**src/rtl/decode_stage_pipelined.sv**
```systemverilog
// Pipelined RV32 decode stage: register-file read, decode and ID/EX output register with valid/ready.
// Optional macro DECODE_WB_BYPASS_EN makes a same-cycle write-back visible to the operand read.

package decode_stage_pipelined_pkg;
   typedef struct packed {
      logic       reg_write;
      logic       alu_src;
      logic       mem_read;
      logic       mem_write;
      logic       mem_to_reg;
      logic       branch;
      logic       jump;
      logic       jalr;
      logic [3:0] alu_op;
   } control_type;
endpackage

module decode_stage_pipelined
   import decode_stage_pipelined_pkg::*;
#(
   parameter int XLEN     = 32,
   parameter int NUM_REGS = 32,
   parameter int REG_ID_W = 5
) (
   input  logic                clk,
   input  logic                reset,
   input  logic                flush,
   input  logic                in_valid,
   output logic                in_ready,
   input  logic [31:0]         instruction,
   input  logic [XLEN-1:0]     pc_in,
   input  logic                wb_en,
   input  logic [REG_ID_W-1:0] wb_id,
   input  logic [XLEN-1:0]     wb_data,
   input  logic                ex_is_load,
   input  logic [REG_ID_W-1:0] ex_rd_id,
   output logic                out_valid,
   input  logic                out_ready,
   output logic [REG_ID_W-1:0] out_rd_id,
   output logic [REG_ID_W-1:0] out_rs1_id,
   output logic [REG_ID_W-1:0] out_rs2_id,
   output logic [XLEN-1:0]     out_read_data1,
   output logic [XLEN-1:0]     out_read_data2,
   output logic [XLEN-1:0]     out_imm,
   output logic [XLEN-1:0]     out_pc,
   output control_type         out_control,
   output logic                out_illegal,
   output logic                illegal_seen,
   output logic [XLEN-1:0]     illegal_pc,
   input  logic                illegal_clear
);

   localparam logic [6:0] OP_R      = 7'b0110011;
   localparam logic [6:0] OP_IMM    = 7'b0010011;
   localparam logic [6:0] OP_LOAD   = 7'b0000011;
   localparam logic [6:0] OP_STORE  = 7'b0100011;
   localparam logic [6:0] OP_BRANCH = 7'b1100011;
   localparam logic [6:0] OP_JAL    = 7'b1101111;
   localparam logic [6:0] OP_JALR   = 7'b1100111;
   localparam logic [6:0] OP_LUI    = 7'b0110111;
   localparam logic [6:0] OP_AUIPC  = 7'b0010111;

   logic [6:0]          opcode;
   logic [2:0]          f3;
   logic [6:0]          f7;
   logic [REG_ID_W-1:0] rs1_id, rs2_id, rd_id;

   assign opcode = instruction[6:0];
   assign f3     = instruction[14:12];
   assign f7     = instruction[31:25];
   assign rs1_id = REG_ID_W'(instruction[19:15]);
   assign rs2_id = REG_ID_W'(instruction[24:20]);
   assign rd_id  = REG_ID_W'(instruction[11:7]);

   function automatic logic id_ok(input logic [REG_ID_W-1:0] id);
      return int'(id) < NUM_REGS;
   endfunction

   // Control unit and immediate extension; operand usage follows the encoding format.
   control_type ctrl;
   logic        dec_ok, use_rs1, use_rs2, use_rd;
   logic [31:0] imm32;

   always_comb begin
      ctrl    = '0;
      dec_ok  = 1'b0;
      use_rs1 = 1'b0;
      use_rs2 = 1'b0;
      use_rd  = 1'b0;
      imm32   = '0;
      case (opcode)
         OP_R: begin
            {use_rs1, use_rs2, use_rd} = 3'b111;
            dec_ok         = (f7 == 7'h00) || (f7 == 7'h20 && (f3 == 3'd0 || f3 == 3'd5));
            ctrl.reg_write = 1'b1;
            ctrl.alu_op    = {f7[5], f3};
         end
         OP_IMM: begin
            {use_rs1, use_rd} = 2'b11;
            imm32          = {{20{instruction[31]}}, instruction[31:20]};
            dec_ok         = (f3 == 3'd1) ? (f7 == 7'h00) :
                             (f3 == 3'd5) ? (f7 == 7'h00 || f7 == 7'h20) : 1'b1;
            ctrl.reg_write = 1'b1;
            ctrl.alu_src   = 1'b1;
            ctrl.alu_op    = {(f3 == 3'd5) & f7[5], f3};
         end
         OP_LOAD: begin
            {use_rs1, use_rd} = 2'b11;
            imm32           = {{20{instruction[31]}}, instruction[31:20]};
            dec_ok          = (f3 != 3'd3) && (f3 != 3'd6) && (f3 != 3'd7);
            ctrl.reg_write  = 1'b1;
            ctrl.alu_src    = 1'b1;
            ctrl.mem_read   = 1'b1;
            ctrl.mem_to_reg = 1'b1;
         end
         OP_STORE: begin
            {use_rs1, use_rs2} = 2'b11;
            imm32          = {{20{instruction[31]}}, instruction[31:25], instruction[11:7]};
            dec_ok         = (f3 <= 3'd2);
            ctrl.alu_src   = 1'b1;
            ctrl.mem_write = 1'b1;
         end
         OP_BRANCH: begin
            {use_rs1, use_rs2} = 2'b11;
            imm32       = {{19{instruction[31]}}, instruction[31], instruction[7],
                           instruction[30:25], instruction[11:8], 1'b0};
            dec_ok      = (f3 != 3'd2) && (f3 != 3'd3);
            ctrl.branch = 1'b1;
            ctrl.alu_op = 4'b1000;
         end
         OP_JAL: begin
            use_rd         = 1'b1;
            imm32          = {{11{instruction[31]}}, instruction[31], instruction[19:12],
                              instruction[20], instruction[30:21], 1'b0};
            dec_ok         = 1'b1;
            ctrl.reg_write = 1'b1;
            ctrl.jump      = 1'b1;
         end
         OP_JALR: begin
            {use_rs1, use_rd} = 2'b11;
            imm32          = {{20{instruction[31]}}, instruction[31:20]};
            dec_ok         = (f3 == 3'd0);
            ctrl.reg_write = 1'b1;
            ctrl.alu_src   = 1'b1;
            ctrl.jump      = 1'b1;
            ctrl.jalr      = 1'b1;
         end
         OP_LUI, OP_AUIPC: begin
            use_rd         = 1'b1;
            imm32          = {instruction[31:12], 12'h000};
            dec_ok         = 1'b1;
            ctrl.reg_write = 1'b1;
            ctrl.alu_src   = 1'b1;
            ctrl.alu_op    = (opcode == OP_LUI) ? 4'b1111 : 4'b0000;
         end
         default: ;
      endcase
      if (!dec_ok) ctrl = '0;
   end

   logic illegal;
   assign illegal = !dec_ok
                  || (use_rs1 && !id_ok(rs1_id))
                  || (use_rs2 && !id_ok(rs2_id))
                  || (use_rd  && !id_ok(rd_id));

   // Register file; x0 is not stored and reads as zero.
   logic [XLEN-1:0] rf_q [1:NUM_REGS-1];
   logic [XLEN-1:0] rdata1, rdata2;

   always_comb begin
      rdata1 = '0;
      rdata2 = '0;
      for (int r = 1; r < NUM_REGS; r++) begin
         if (rs1_id == REG_ID_W'(r)) rdata1 = rf_q[r];
         if (rs2_id == REG_ID_W'(r)) rdata2 = rf_q[r];
      end
`ifdef DECODE_WB_BYPASS_EN
      if (wb_en && rs1_id != '0 && wb_id == rs1_id) rdata1 = wb_data;
      if (wb_en && rs2_id != '0 && wb_id == rs2_id) rdata2 = wb_data;
`endif
   end

   always_ff @(posedge clk or posedge reset) begin
      if (reset) begin
         for (int r = 1; r < NUM_REGS; r++) rf_q[r] <= '0;
      end else begin
         for (int r = 1; r < NUM_REGS; r++)
            if (wb_en && wb_id == REG_ID_W'(r)) rf_q[r] <= wb_data;
      end
   end

   logic stall, accept;
   logic out_valid_q, out_valid_d;

   assign stall = in_valid && ex_is_load && ex_rd_id != '0
                && ((use_rs1 && ex_rd_id == rs1_id) || (use_rs2 && ex_rd_id == rs2_id));
   assign in_ready = !reset && !flush && !stall && (!out_valid_q || out_ready);
   assign accept   = in_valid && in_ready;

   always_comb begin
      out_valid_d = out_valid_q;
      if (flush)          out_valid_d = 1'b0;
      else if (accept)    out_valid_d = 1'b1;
      else if (out_ready) out_valid_d = 1'b0;
   end

   logic [REG_ID_W-1:0] rd_q, rs1_q, rs2_q;
   logic [XLEN-1:0]     rdata1_q, rdata2_q, imm_q, pc_q;
   control_type         ctrl_q;
   logic                illegal_q;

   always_ff @(posedge clk or posedge reset) begin
      if (reset) begin
         out_valid_q <= 1'b0;
         rd_q        <= '0;
         rs1_q       <= '0;
         rs2_q       <= '0;
         rdata1_q    <= '0;
         rdata2_q    <= '0;
         imm_q       <= '0;
         pc_q        <= '0;
         ctrl_q      <= '0;
         illegal_q   <= 1'b0;
      end else begin
         out_valid_q <= out_valid_d;
         if (accept) begin
            rd_q      <= rd_id;
            rs1_q     <= rs1_id;
            rs2_q     <= rs2_id;
            rdata1_q  <= rdata1;
            rdata2_q  <= rdata2;
            imm_q     <= XLEN'($signed(imm32));
            pc_q      <= pc_in;
            ctrl_q    <= ctrl;
            illegal_q <= illegal;
         end
      end
   end

   // Clear is applied before capture so a same-cycle illegal accept records its own PC.
   logic            seen_q, seen_d;
   logic [XLEN-1:0] ipc_q, ipc_d;

   always_comb begin
      seen_d = illegal_clear ? 1'b0 : seen_q;
      ipc_d  = illegal_clear ? '0   : ipc_q;
      if (accept && illegal && !seen_d) begin
         seen_d = 1'b1;
         ipc_d  = pc_in;
      end
   end

   always_ff @(posedge clk or posedge reset) begin
      if (reset) begin
         seen_q <= 1'b0;
         ipc_q  <= '0;
      end else begin
         seen_q <= seen_d;
         ipc_q  <= ipc_d;
      end
   end

   assign out_valid      = out_valid_q;
   assign out_rd_id      = rd_q;
   assign out_rs1_id     = rs1_q;
   assign out_rs2_id     = rs2_q;
   assign out_read_data1 = rdata1_q;
   assign out_read_data2 = rdata2_q;
   assign out_imm        = imm_q;
   assign out_pc         = pc_q;
   assign out_control    = ctrl_q;
   assign out_illegal    = illegal_q;
   assign illegal_seen   = seen_q;
   assign illegal_pc     = ipc_q;

endmodule

```
**config.mk**
```make
export PLATFORM = sky130hd
export DESIGN_NAME = decode_stage_pipelined
export DESIGN_NICKNAME = d
export VERILOG_FILES = /design/src/rtl/decode_stage_pipelined.sv
export SDC_FILE = /design/constraint.sdc
export NUM_CORES = 2
export LEC_CHECK = 0
export CAP_MARGIN = 40
export CORE_ASPECT_RATIO = 0.6
export CORE_UTILIZATION = 40
export DETAILED_ROUTE_END_ITERATION = 8
export PLACE_DENSITY = 0.66
export SLEW_MARGIN = 20
export SYNTH_ARGS = -nofsm -noshare
export SYNTH_HDL_FRONTEND = slang
export SYNTH_SLANG_ARGS = --single-unit
```
**constraint.sdc**
```tcl
create_clock -name clk -period 105.8 [get_ports clk]
set_input_delay 21.16 -clock clk [delete_from_list [all_inputs] [get_ports clk]]
set_output_delay 21.16 -clock clk [all_outputs]
set_load 0.05 [all_outputs]
```
==> results.yml <==
yosys:
  netlist_area_sq_um: 61670
  ys_seq_elements: 1181
  ys_types: 88
  synth_edf_count: 0
  synth_top_area_cell: "dfrtp_1"
  ys_seq_area_share_pct: 47.92
  synth_top_flop_cell: "dfrtp_1"
  syn_nets: 5857
  yosys-top-cells-area: "dfrtp_1 48%, mux2_2 19%, o21ai_0 3.5%, nand2_1 2.6%, a21oi_1 2.5%"
  synth.most_common_cell: "dfrtp_1"
  ys_warn_count: 0
  postSynth.asyncResetShare_pct: 100.0
  synth.top_cell.area_share_pct: 47.92
  synth_common_cells: "1181 x dfrtp_1, 1031 x mux2_2, 428 x o21ai_0"
  synth.avg_cell_area_sq_um: 10.74
  synthCells: 5743
clock_network:
  hold_buffers: 0
  cts_sinks: 1181
  cts_root_buf: "clkbuf_16"
  ctsLongestPathBuffers: 3
  cts_buffers: 105
  path_clk_slew_ns: 0.07
  worstSkewPairLatency_ns: 0.75
  cts_max_level: 3
  post_cts_buffers: 0
  cts_tree: "done"
  cts.repair.resized: 0
power_and_ir_drop:
  power_density_nw_per_um2: 18.06
  peakVddDrop_mv: 0.01294
  finalPower_w: 0.001283
  leakage_nw: 30.41
timing:
  min_period_ns: 45.44
  hold_violations: 0
  fmax_ghz: 0.02201
  report.final.slew_viol_count: 0
  holdWs_ns: 0.4761
  tightest_slew_ns: 0.9798
  min_period_over_period_pct: 42.95
  finalSetupViolCount: 0
  tns_ns: 0
  slew_headroom_pct: 34.07
  fin_skew_ns: 0.02566
  rsz0062_at_grt: "false"
global_route:
  track_usage_pct: 33.12
  antenna_found_initial: 18
  grt_pass1_vias: 52440
  grt_max_degree: 173
  gr-total-overflow: 0
  grt_pass1_wl_microns: 378400
run_status:
  violations: "design-rule violations"
  status: "finished, violations left"
run:
  max_cap_violations: 0
placement:
  portBuffers: 304
  dpl.hpwl_microns: 180300
  gp_congestion: 0.9938
  placed_cell_area_sq_um: 67230
setup_path:
  endpoint_kind: "output pin"
  cp_slowest_cell: "clkdlybuf4s50_1"
  crit_chain: "clkdlybuf4s50_1, xor2_1, nor3_1, nand3_1, o31a_1, and2_1, clkdlybuf4s50_1"
  reg2reg_slack_ns: 102.99
  setup.worst_path.class: "primary input to output pin"
  critical_path.max_fanout: 3
  max_stage_delay_ns: 0.73
  path_common_cell: "clkdlybuf4s50_1"
  crit_family: "buffers and inverters"
  critical_path_required_ns: 84.64
  cp_data_arrival_time_ns: 24.28
  start_kind: "primary input"
  cp_num_buf_inv: 2
floorplanning:
  die_w_microns: 508.9
  die_y_microns: 306.1
  boundaryPins: 305
  start_util_pct: 40.33
  die-area_sq_um: 155800
  coreArea_sq_um: 152900
  rows: 111
route:
  firstDrtPassIters: 9
  viasPerCell: 6.900
  post_drt_wl_per_cell_microns: 33.32
  drc: 13
  drt_iter0_drc: 9201
  route.vias.total: 54840
  ant_nets: 0
  drt_wl_total_microns: 264800
finish:
  drive_gt1_share_pct: 26.50
  design_area_sq_um: 71080
  nNetsFinal: 5931
  nFillCells: 13840
  syn_to_final_growth_pct: 15.26
  utilization_pct: 46.48
hold_path:
  min_path_type: "flip-flop to flip-flop"
worst reg2reg max path, cell delays in order, from the launching register on:
cell and delay, ns:
dfrtp_1 0.38, nor2b_1 0.15, nor3_1 0.20, o31a_1 0.27, and3_4 0.67, buf_4 0.40
buf_16 0.29, mux2i_1 0.28, a31oi_1 0.06
per-layer routing:
layer | global-route usage, % | vias to the layer above | wire [microns]
met3 | 15.70 | 781 | 43800
li1 | - | 21680 | -
met1 | 46.76 | 27790 | 107000
met5 | 0.9259 | - | 295
met4 | 13.49 | 16 | 11490
met2 | 42.43 | 4576 | 102200
kinds of logic after synthesis:
group / count (synthesis) / share of synthesized area, %
buf+inv: 610 / 4.161
xor+xnor: 11 / 0.1562
simple gates: 1053 / 7.984
flops: 1181 / 47.92
compound gates: 1704 / 18.15
mux: 1184 / 21.62
stage by stage:
step           setup slack (ns)  cells
2_1_floorplan             51.37   5743
3_3_place_gp              60.45   7678
3_5_place_dp              60.45   7727
4_1_cts                   60.44   7920
5_1_grt                   60.43   7941
6_report                  60.36   7948
area by class of cell:
class	instances	area, sq um	share of cell area, %
multi-input combinational	3952	29880	42.04
sequential	1181	29550	41.58
timing repair buffer	551	5465	7.689
clock buffer	161	3162	4.448
tap	2034	2545	3.581
clock inverter	32	341.6	0.4806
inverter	26	105.1	0.1479
antenna	11	27.53	0.03873
worst paths after layout:
kind | to | cells past startpoint | start
min reg2reg | out_control[8] | 2 | out_control[8]
min | out_control[8] | 2 | out_control[8]
max in group asynchronous | rf_q[778] | 8 | reset
min in group asynchronous | out_valid | 2 | reset
max reg2reg | out_read_data2[14] | 8 | out_valid
max | in_ready | 7 | ex_rd_id[0]
layout by cell type, fill, tap and decap left out, types with 20 or more instances in the layout:
master,Yosys,layout
dfrtp_1,1181,1181
buf_4,22,190
or3_1,29,29
clkbuf_8,0,27
a22o_1,49,49
mux2_2,1031,1031
a211oi_1,51,51
a21o_1,25,25
clkdlybuf4s50_1,0,291
o21ai_0,428,428
nand3_1,102,97
a22oi_1,141,141
o2111ai_1,36,36
nand2b_1,25,23
clkbuf_1,358,27
a221oi_1,81,81
inv_1,25,22
a2111oi_0,29,28
o22a_1,52,52
o21a_1,20,20
a211o_1,24,24
clkbuf_16,0,108
nor2_1,255,229
nand2_1,426,419
a31oi_1,56,56
o221ai_1,49,49
o211ai_1,28,28
o22ai_1,205,205
a21oi_1,304,303
nor3_1,53,51
mux2i_1,134,134
nor2b_1,31,23
state kept, by name (all words and copies together) (netlist names):
name,flops
illegal_seen,1
out_illegal,1
out_valid,1
out_control,11
out_rd_id,5
out_pc,32
out_rs2_id,5
rf_q,992
out_read_data2,32
out_rs1_id,5
illegal_pc,32
out_read_data1,32
out_imm,32
power by group:
part	internal (W)	switching [W]	total [W]
Clock	0.000219	0.000188	0.000407
Combinational	0.000115	0.000155	0.000270
Sequential	0.000535	0.0000711	0.000606
Total	0.000869	0.000414	0.00128
Note: power is estimated with default switching activity, not from simulation.
